### config.mk
export PLATFORM = sky130hd
export DESIGN_NAME = nibble_serial_adder
export DESIGN_NICKNAME = d
export VERILOG_FILES = /design/src/rtl/nibble_serial_adder.sv
export SDC_FILE = /design/constraint.sdc
export NUM_CORES = 1
export LEC_CHECK = 0
export ABC_AREA = 1
export CELL_PAD_IN_SITES_DETAIL_PLACEMENT = 1
export CELL_PAD_IN_SITES_GLOBAL_PLACEMENT = 1
export CORE_ASPECT_RATIO = 0.7
export CORE_UTILIZATION = 32
export CTS_CLUSTER_SIZE = 40
export DETAILED_ROUTE_END_ITERATION = 6
export HOLD_SLACK_MARGIN = 0.1
export PLACE_DENSITY = 0.83
export SLEW_MARGIN = 20
export SYNTH_ARGS = -nofsm -noshare
export SYNTH_HDL_FRONTEND = slang
export SYNTH_SLANG_ARGS = --single-unit
### constraint.sdc
create_clock -name clk -period 1.25 [get_ports clk]
set_input_delay 0.1875 -clock clk [delete_from_list [all_inputs] [get_ports clk]]
set_output_delay 0.1875 -clock clk [all_outputs]
set_load 0.005 [all_outputs]
### src/rtl/nibble_serial_adder.sv
// nibble_serial_adder: WIDTH-bit adder that reuses one 4-bit carry-lookahead
// slice for NIB consecutive cycles, least significant nibble first.
//
// Handshake contract: start is a request that is honoured only in IDLE or
// DONE (start in RUN is ignored). When it is accepted, a, b and cin are
// captured on that edge. busy is high for the NIB cycles of RUN. done is
// high for exactly one cycle, and during that cycle sum/cout hold the
// result. sum/cout stay stable until the next accepted start.

// carry_look: 4-bit carry-lookahead slice; all carries derived from p/g terms.
module carry_look (
  input  logic [3:0] a,
  input  logic [3:0] b,
  input  logic       c0,
  output logic [3:0] s,
  output logic       c4
);

  logic [3:0] g;
  logic [3:0] p;
  logic [4:0] c;

  // Generate/propagate terms and flattened lookahead carries.
  always_comb begin
    g    = a & b;
    p    = a ^ b;
    c[0] = c0;
    c[1] = g[0] | (p[0] & c0);
    c[2] = g[1] | (p[1] & g[0]) | (p[1] & p[0] & c0);
    c[3] = g[2] | (p[2] & g[1]) | (p[2] & p[1] & g[0])
         | (p[2] & p[1] & p[0] & c0);
    c[4] = g[3] | (p[3] & g[2]) | (p[3] & p[2] & g[1])
         | (p[3] & p[2] & p[1] & g[0]) | (p[3] & p[2] & p[1] & p[0] & c0);
    s    = p ^ c[3:0];
    c4   = c[4];
  end

endmodule

module nibble_serial_adder #(
  parameter int WIDTH = 32
) (
  input  logic             clk,
  input  logic             rst,
  input  logic             start,
  input  logic [WIDTH-1:0] a,
  input  logic [WIDTH-1:0] b,
  input  logic             cin,
  output logic             busy,
  output logic             done,
  output logic [WIDTH-1:0] sum,
  output logic             cout
);

  localparam int NIB = WIDTH / 4;
  localparam int CW  = (NIB > 1) ? $clog2(NIB) : 1;
  localparam logic [CW-1:0] LAST_NIB = CW'(NIB - 1);

  typedef enum logic [1:0] {
    S_IDLE = 2'd0,
    S_RUN  = 2'd1,
    S_DONE = 2'd2
  } state_t;

  // Current FSM state; kept as a named signal so checkers can bind to it.
  state_t state;

  logic [WIDTH-1:0] a_sh;
  logic [WIDTH-1:0] b_sh;
  logic             carry;
  logic [CW-1:0]    cnt;

  logic [3:0] slice_s;
  logic       slice_c4;
  logic       accept;
  logic       last_nib;
  logic       in_run;

  assign in_run   = (state == S_RUN);
  assign accept   = start && ((state == S_IDLE) || (state == S_DONE));
  assign last_nib = in_run && (cnt == LAST_NIB);

  // The only adder hardware: fed exclusively from registers, never from ports.
  carry_look u_slice (
    .a  (a_sh[3:0]),
    .b  (b_sh[3:0]),
    .c0 (carry),
    .s  (slice_s),
    .c4 (slice_c4)
  );

  // Control FSM with registered busy/done/cout; reset wins over start.
  always_ff @(posedge clk) begin
    if (rst) begin
      state <= S_IDLE;
      busy  <= 1'b0;
      done  <= 1'b0;
      cout  <= 1'b0;
    end else begin
      case (state)
        S_IDLE: begin
          done <= 1'b0;
          if (start) begin
            state <= S_RUN;
            busy  <= 1'b1;
          end
        end
        S_RUN: begin
          if (last_nib) begin
            state <= S_DONE;
            busy  <= 1'b0;
            done  <= 1'b1;
            cout  <= slice_c4;
          end
        end
        S_DONE: begin
          done <= 1'b0;
          if (start) begin
            state <= S_RUN;
            busy  <= 1'b1;
          end else begin
            state <= S_IDLE;
          end
        end
        default: begin
          state <= S_IDLE;
          busy  <= 1'b0;
          done  <= 1'b0;
        end
      endcase
    end
  end

  // Operand capture, then one nibble per RUN edge shifted through the slice.
  always_ff @(posedge clk) begin
    if (rst) begin
      a_sh  <= '0;
      b_sh  <= '0;
      sum   <= '0;
      carry <= 1'b0;
      cnt   <= '0;
    end else if (accept) begin
      a_sh  <= a;
      b_sh  <= b;
      carry <= cin;
      cnt   <= '0;
    end else if (in_run) begin
      a_sh  <= a_sh >> 4;
      b_sh  <= b_sh >> 4;
      sum   <= {slice_s, sum[WIDTH-1:4]};
      carry <= slice_c4;
      // Hold on the final nibble so the counter never wraps inside RUN.
      if (!last_nib) begin
        cnt <= cnt + 1'b1;
      end
    end
  end

endmodule

== Yosys cells after proc, flatten, opt, wreduce, memory -nomap -nowiden ==
Index checks and enable logic that the tools add are counted.
Cells by class
  add/subtract/negate cells: 1
  equality and inequality tests: 6
  multiplexer cells: 13
  bitwise gates (word level): 32
  reductions and logical operators: 13
Operators by type and width (number)
  $mux 32: 4
  $and 1x1->1: 16
  $or 1x1->1: 10
  $reduce_and 2->1: 5
  $xor 4x4->4: 2
  $pmux 2 s3: 1
  $reduce_or 2->1: 3
  $mux 1: 5
  $and 4x4->4: 1
  $mux 2: 2
  $ne 2x2->1 const B: 2
  $add 3x1->3 const B: 1
  $eq 3x3->1 const B: 1
  $not 1->1: 3
  $eq 2x1->1 const B: 1
  $eq 2x2->1 const B: 1
  $logic_and 1x1->1: 2
  $logic_not 2->1: 1
  $ne 2x1->1 const B: 1
  $pmux 1 s2: 1
  $reduce_bool 2->1: 1
  $logic_or 1x1->1: 1
Word-level totals
  bits in registers: 105
  input port bits: 68
  output and inout port bits: 35
  word-level logic and storage cells: 74

== Logic depth before layout (Yosys ltp) ==
  word-level depth: 8
  mapped depth: 9
  gate-level depth less buffers: 9

== By module ==
Synthesis repeated with hierarchy kept, for this count alone.
Second synthesis, totals
  cell total of the unflattened synthesis: 648
  area, all modules: 4720.8 µm²
By module, submodules not included
  nibble_serial_adder: instances 1, cells each 617, area each 4531.8 µm², sequential area each 2102.0 µm²
  carry_look: instances 1, cells each 31, area each 188.9 µm², sequential area each 0.0 µm²

== Worst setup path after synthesis ==
OpenSTA, ideal clock, no wires.
  kind: register -> register
  start: register a_sh[1]
  end: register cout
  setup time: 0.115 ns
  data arrival time: 1.246 ns
  required time: 1.135 ns
  path slack: -0.112 ns
  cell stages (with the launch flop): 7
  buffers on the path: 0
  period minus slack after synthesis: 1.362 ns
  cell sequence: dfxtp_1 -> ha_1 -> or2_2 -> nand3b_1 -> nand2_1 -> o21ai_0 -> inv_1
Between the ends
  cells in the longest elaborated chain, start to end: 5
  elaborated cells on any way between the ends: 10
  classes of those cells: bitwise: 10
RTL lines
  start, declared: RTL line 68  | logic [WIDTH-1:0] a_sh;
  start signal, assigned: RTL line 148  | a_sh <= a_sh >> 4;
  $and 4x4->4 / $xor 4x4->4 (equally long branches): RTL line 25, 26
  $and 1x1->1 (on tied branches): RTL line 32, 33
  $or 1x1->1 / $and 1x1->1 (equally long branches): RTL line 32, 33
  $or 1x1->1 / $and 1x1->1 (equally long branches): RTL line 33  | | (p[3] & p[2] & p[1] & g[0]) | (p[3] & p[2] & p[1] & p[0] & c0);
  $or 1x1->1 (*): RTL line 33
  end signal, assigned: RTL line 113  | cout <= slice_c4;
  end, declared: RTL line 52  | output logic cout
Every way passes the cells marked *; elsewhere a longest branch is shown, timed or not.
A chain may end at the register's enable or synchronous reset.

== Worst setup path in the final report ==
  start: register b_sh[1]
  end: register sum[30]
Between the ends
  cells in the longest elaborated chain, start to end: 5
  elaborated cells on any way between the ends: 8
  classes of those cells: bitwise: 8
RTL lines
  start, declared: RTL line 69  | logic [WIDTH-1:0] b_sh;
  start signal, assigned: RTL line 149  | b_sh <= b_sh >> 4;
  $xor 4x4->4: RTL line 26  | p = a ^ b;
  $and 1x1->1: RTL line 29  | c[2] = g[1] | (p[1] & g[0]) | (p[1] & p[0] & c0);
  $or 1x1->1 / $and 1x1->1 (equally long branches): RTL line 29
  $or 1x1->1 (*): RTL line 29
  $xor 4x4->4 (*): RTL line 34  | s = p ^ c[3:0];
  end signal, assigned: RTL line 150  | sum <= {slice_s, sum[WIDTH-1:4]};
  end, declared: RTL line 51  | output logic [WIDTH-1:0] sum,
Marks and branches as above.

==> flow_metrics.py <==
metrics = {
    "outcome": {
        "status": "finished, violations left",
        "violations": "DRC, setup timing",
    },
    "sta": {
        "timing.final.ws_setup_ns": -0.0981,
        "clock_skew_ns": 0.00420,
        "fin_crit_sh": 1.08,
        "max_slew.worst_pin.slew_ns": 0.273,
        "hold_viol": 0,
        "max_slew_margin": 0.818,
        "grt_setup_unrepaired": "yes",
        "fmax_ghz": 0.742,
        "setup_tns_ns": -0.132,
        "whs_ns": 0.308,
        "fin_crit_ns": 1.35,
        "setup_violations": 3,
        "maxSlewViolCount": 0,
    },
    "global_routing": {
        "overflow": 0,
        "track_usage": 0.191,
        "grt_max_degree": 56,
        "grt_pass1_wl_mm": 20.8,
        "grt_pass1_vias": 4345,
        "antenna_found_initial": 0,
    },
    "finish": {
        "multi_input_area_um2": 1910,
        "fin_nets": 746,
        "postLayoutCoreUtil": 0.479,
        "area_growth_pct": 43.7,
        "ff_latch_area_um2": 2150,
        "fill_cells": 1523,
        "drive_above_1_share": 0.164,
        "antenna_cells": 0,
    },
    "power": {
        "leakage_nw": 2.39,
        "power.density_nw_per_um2": 1300,
        "p_clk_frac": 0.340,
        "ir_worst_vdd_mv": 0.818,
        "p_sw_frac": 0.274,
        "p_comb_frac": 0.181,
        "seqPwrFrac": 0.479,
        "p_int_w": 0.00571,
        "netSwitchingPower_w": 0.00215,
    },
    "synthesis": {
        "syn_area_um2": 4210,
        "ys_ff_latch": 105,
        "synth_fp_nets": 633,
        "synth.top_cell.area_share": 0.499,
        "ys_types": 25,
        "ys_seq_area_frac": 0.499,
        "synthTopCellsByArea": "dfxtp_1 50%, nand2_1 18%, a31oi_1 8.3%",
        "syn-instance-count": 558,
        "syn_avg_cell_area_um2": 7.55,
        "yosysTopAreaCell": "dfxtp_1",
        "ys_warn_count": 0,
    },
    "placed_design": {
        "place_congestion": 0.802,
        "pre_cts_slack_ns": -0.196,
        "io_buffers": 102,
        "dp_hpwl_mm": 8.78,
    },
    "critical_path": {
        "startpoint_type": "flop",
        "cp-end-kind": "flop",
        "r2r-start": "b_sh[1]",
        "timing.critical_path.arrival_ns": 1.59,
        "critPathRequiredTime_ns": 1.50,
        "critPathKind": "reg -> reg",
        "startpoint": "b_sh[1]",
        "crit_fanout": 3,
    },
    "die": {
        "dieArea_um2": 13600,
        "pin_count": 103,
        "rows": 34,
        "die_h_um": 98.0,
        "die_w_um": 139,
        "core_area_um2": 12600,
        "initial_core_util": 0.333,
    },
    "clock_tree": {
        "clockRootBuffer": "clkbuf_16",
        "cts_tree": "built",
        "ctsHoldBuffers": 0,
        "clk_pin_slew_ns": 0.07,
        "clock_sinks": 105,
        "cts_buffers": 9,
        "htree_num_levels": 3,
        "clockBufferDepth": 2,
        "clkLatencyLatePin_ns": 0.34,
    },
    "hold_path": {
        "hold_start": "rst",
        "hp-class": "in -> reg",
    },
    "route": {
        "antenna_left": 0,
        "wire_per_inst_um": 15.4,
        "drc": 7,
        "via_per_inst": 4.92,
        "drt_iter0_markers": 222,
        "num_vias": 4121,
        "drtPass1Iterations": 6,
        "drt_wl_total_mm": 12.9,
    },
    "job": {
        "maxCapViolations": 0,
    },
}
## routing by layer
layer	vias to the layer above	global-route usage	wire, um
met2	98	0.333	6120
met1	1951	0.238	5990
met5	-	0	0
met4	0	0.0556	194
li1	2053	-	-
met3	19	0.0387	570
## flip-flops by register name, indices dropped and copies added (netlist names)
name	count
a_sh	32
b_sh	32
sum	32
cnt	3
state	2
busy	1
carry	1
cout	1
done	1
## worst paths after layout
path               to  slack (ns)  cells past startpoint
max           sum[30]        -0.1                      7
min          state[0]        0.31                      3
max reg2reg   sum[30]        -0.1                      7
min reg2reg  b_sh[28]        0.47                      2
## worst max-delay path, stage by stage (launching register included)
cell	delay, ns
dfxtp_2	0.35
ha_4	0.25
or2_4	0.23
buf_6	0.12
nand3b_1	0.10
nand3_2	0.10
nand2_2	0.07
inv_2	0.03
## stage by stage
step	cells	total power, W	instance area [um2]
after CTS	834	0.00785	5950
after global placement	810	0.00510	5510
after floorplan	558	0.00446	4230
final	838	0.00786	6050
after global routing	838	0.00822	6050
after detailed placement	810	0.00516	5510
## synthesized netlist by cell type
master,n
nor3_1,1
clkbuf_1,12
buf_4,9
buf_2,9
xor2_1,1
inv_1,16
nand4_1,1
nand2_2,3
dfxtp_1,105
o21ai_1,7
a21oi_1,20
or2_0,1
buf_6,7
o21ai_0,26
or2_2,1
ha_1,6
nor2_2,1
a31oi_1,56
nand3_1,3
fa_1,1
nor2_1,61
inv_2,2
nand2_1,206
inv_4,1
nand3b_1,2
## cell families (layout without fill, tap and decap cells)
kind of cell,count (synthesis),count (layout),share of synthesized area
compound gates,109,109,0.146
xor+xnor,1,1,0.00208
fa+ha+maj,7,7,0.0226
buf+inv,56,174,0.0737
flops,105,105,0.499
simple gates,280,280,0.257
## cell type report
class	instances	area share
sequential	105	0.355
clock buffer	9	0.0372
clock inverter	7	0.00909
inverter	19	0.0138
timing repair buffer	139	0.235
multi-input combinational	397	0.316
tap	162	0.0335
## layout by cell type (no fill, tap or decap), drive strengths merged, types with 20 or more instances in the layout
cell	netlist	final
a21oi	20	20
a31oi	56	56
buf	25	36
clkdlybuf4s50	0	66
dfxtp	105	105
dlygate4sd2	0	35
inv	19	20
nand2	209	209
nor2	62	62
o21ai	33	33
## power by group through the flow
stage                     Sequential, W  Clock [W]  Combinational (W)
after floorplan                 0.00379          0           0.000678
after global placement          0.00381          0            0.00129
after detailed placement        0.00382          0            0.00134
after CTS                       0.00376    0.00273            0.00136
after global routing            0.00380    0.00286            0.00156
final                           0.00376    0.00267            0.00142
## timing repair
action	CTS	global route
setup buffers	7	2
pin swaps	8	7
cloned	1	2
setup endpoints to repair	48	99
gates resized for setup	80	18
Power figures use the tool's default switching activity.
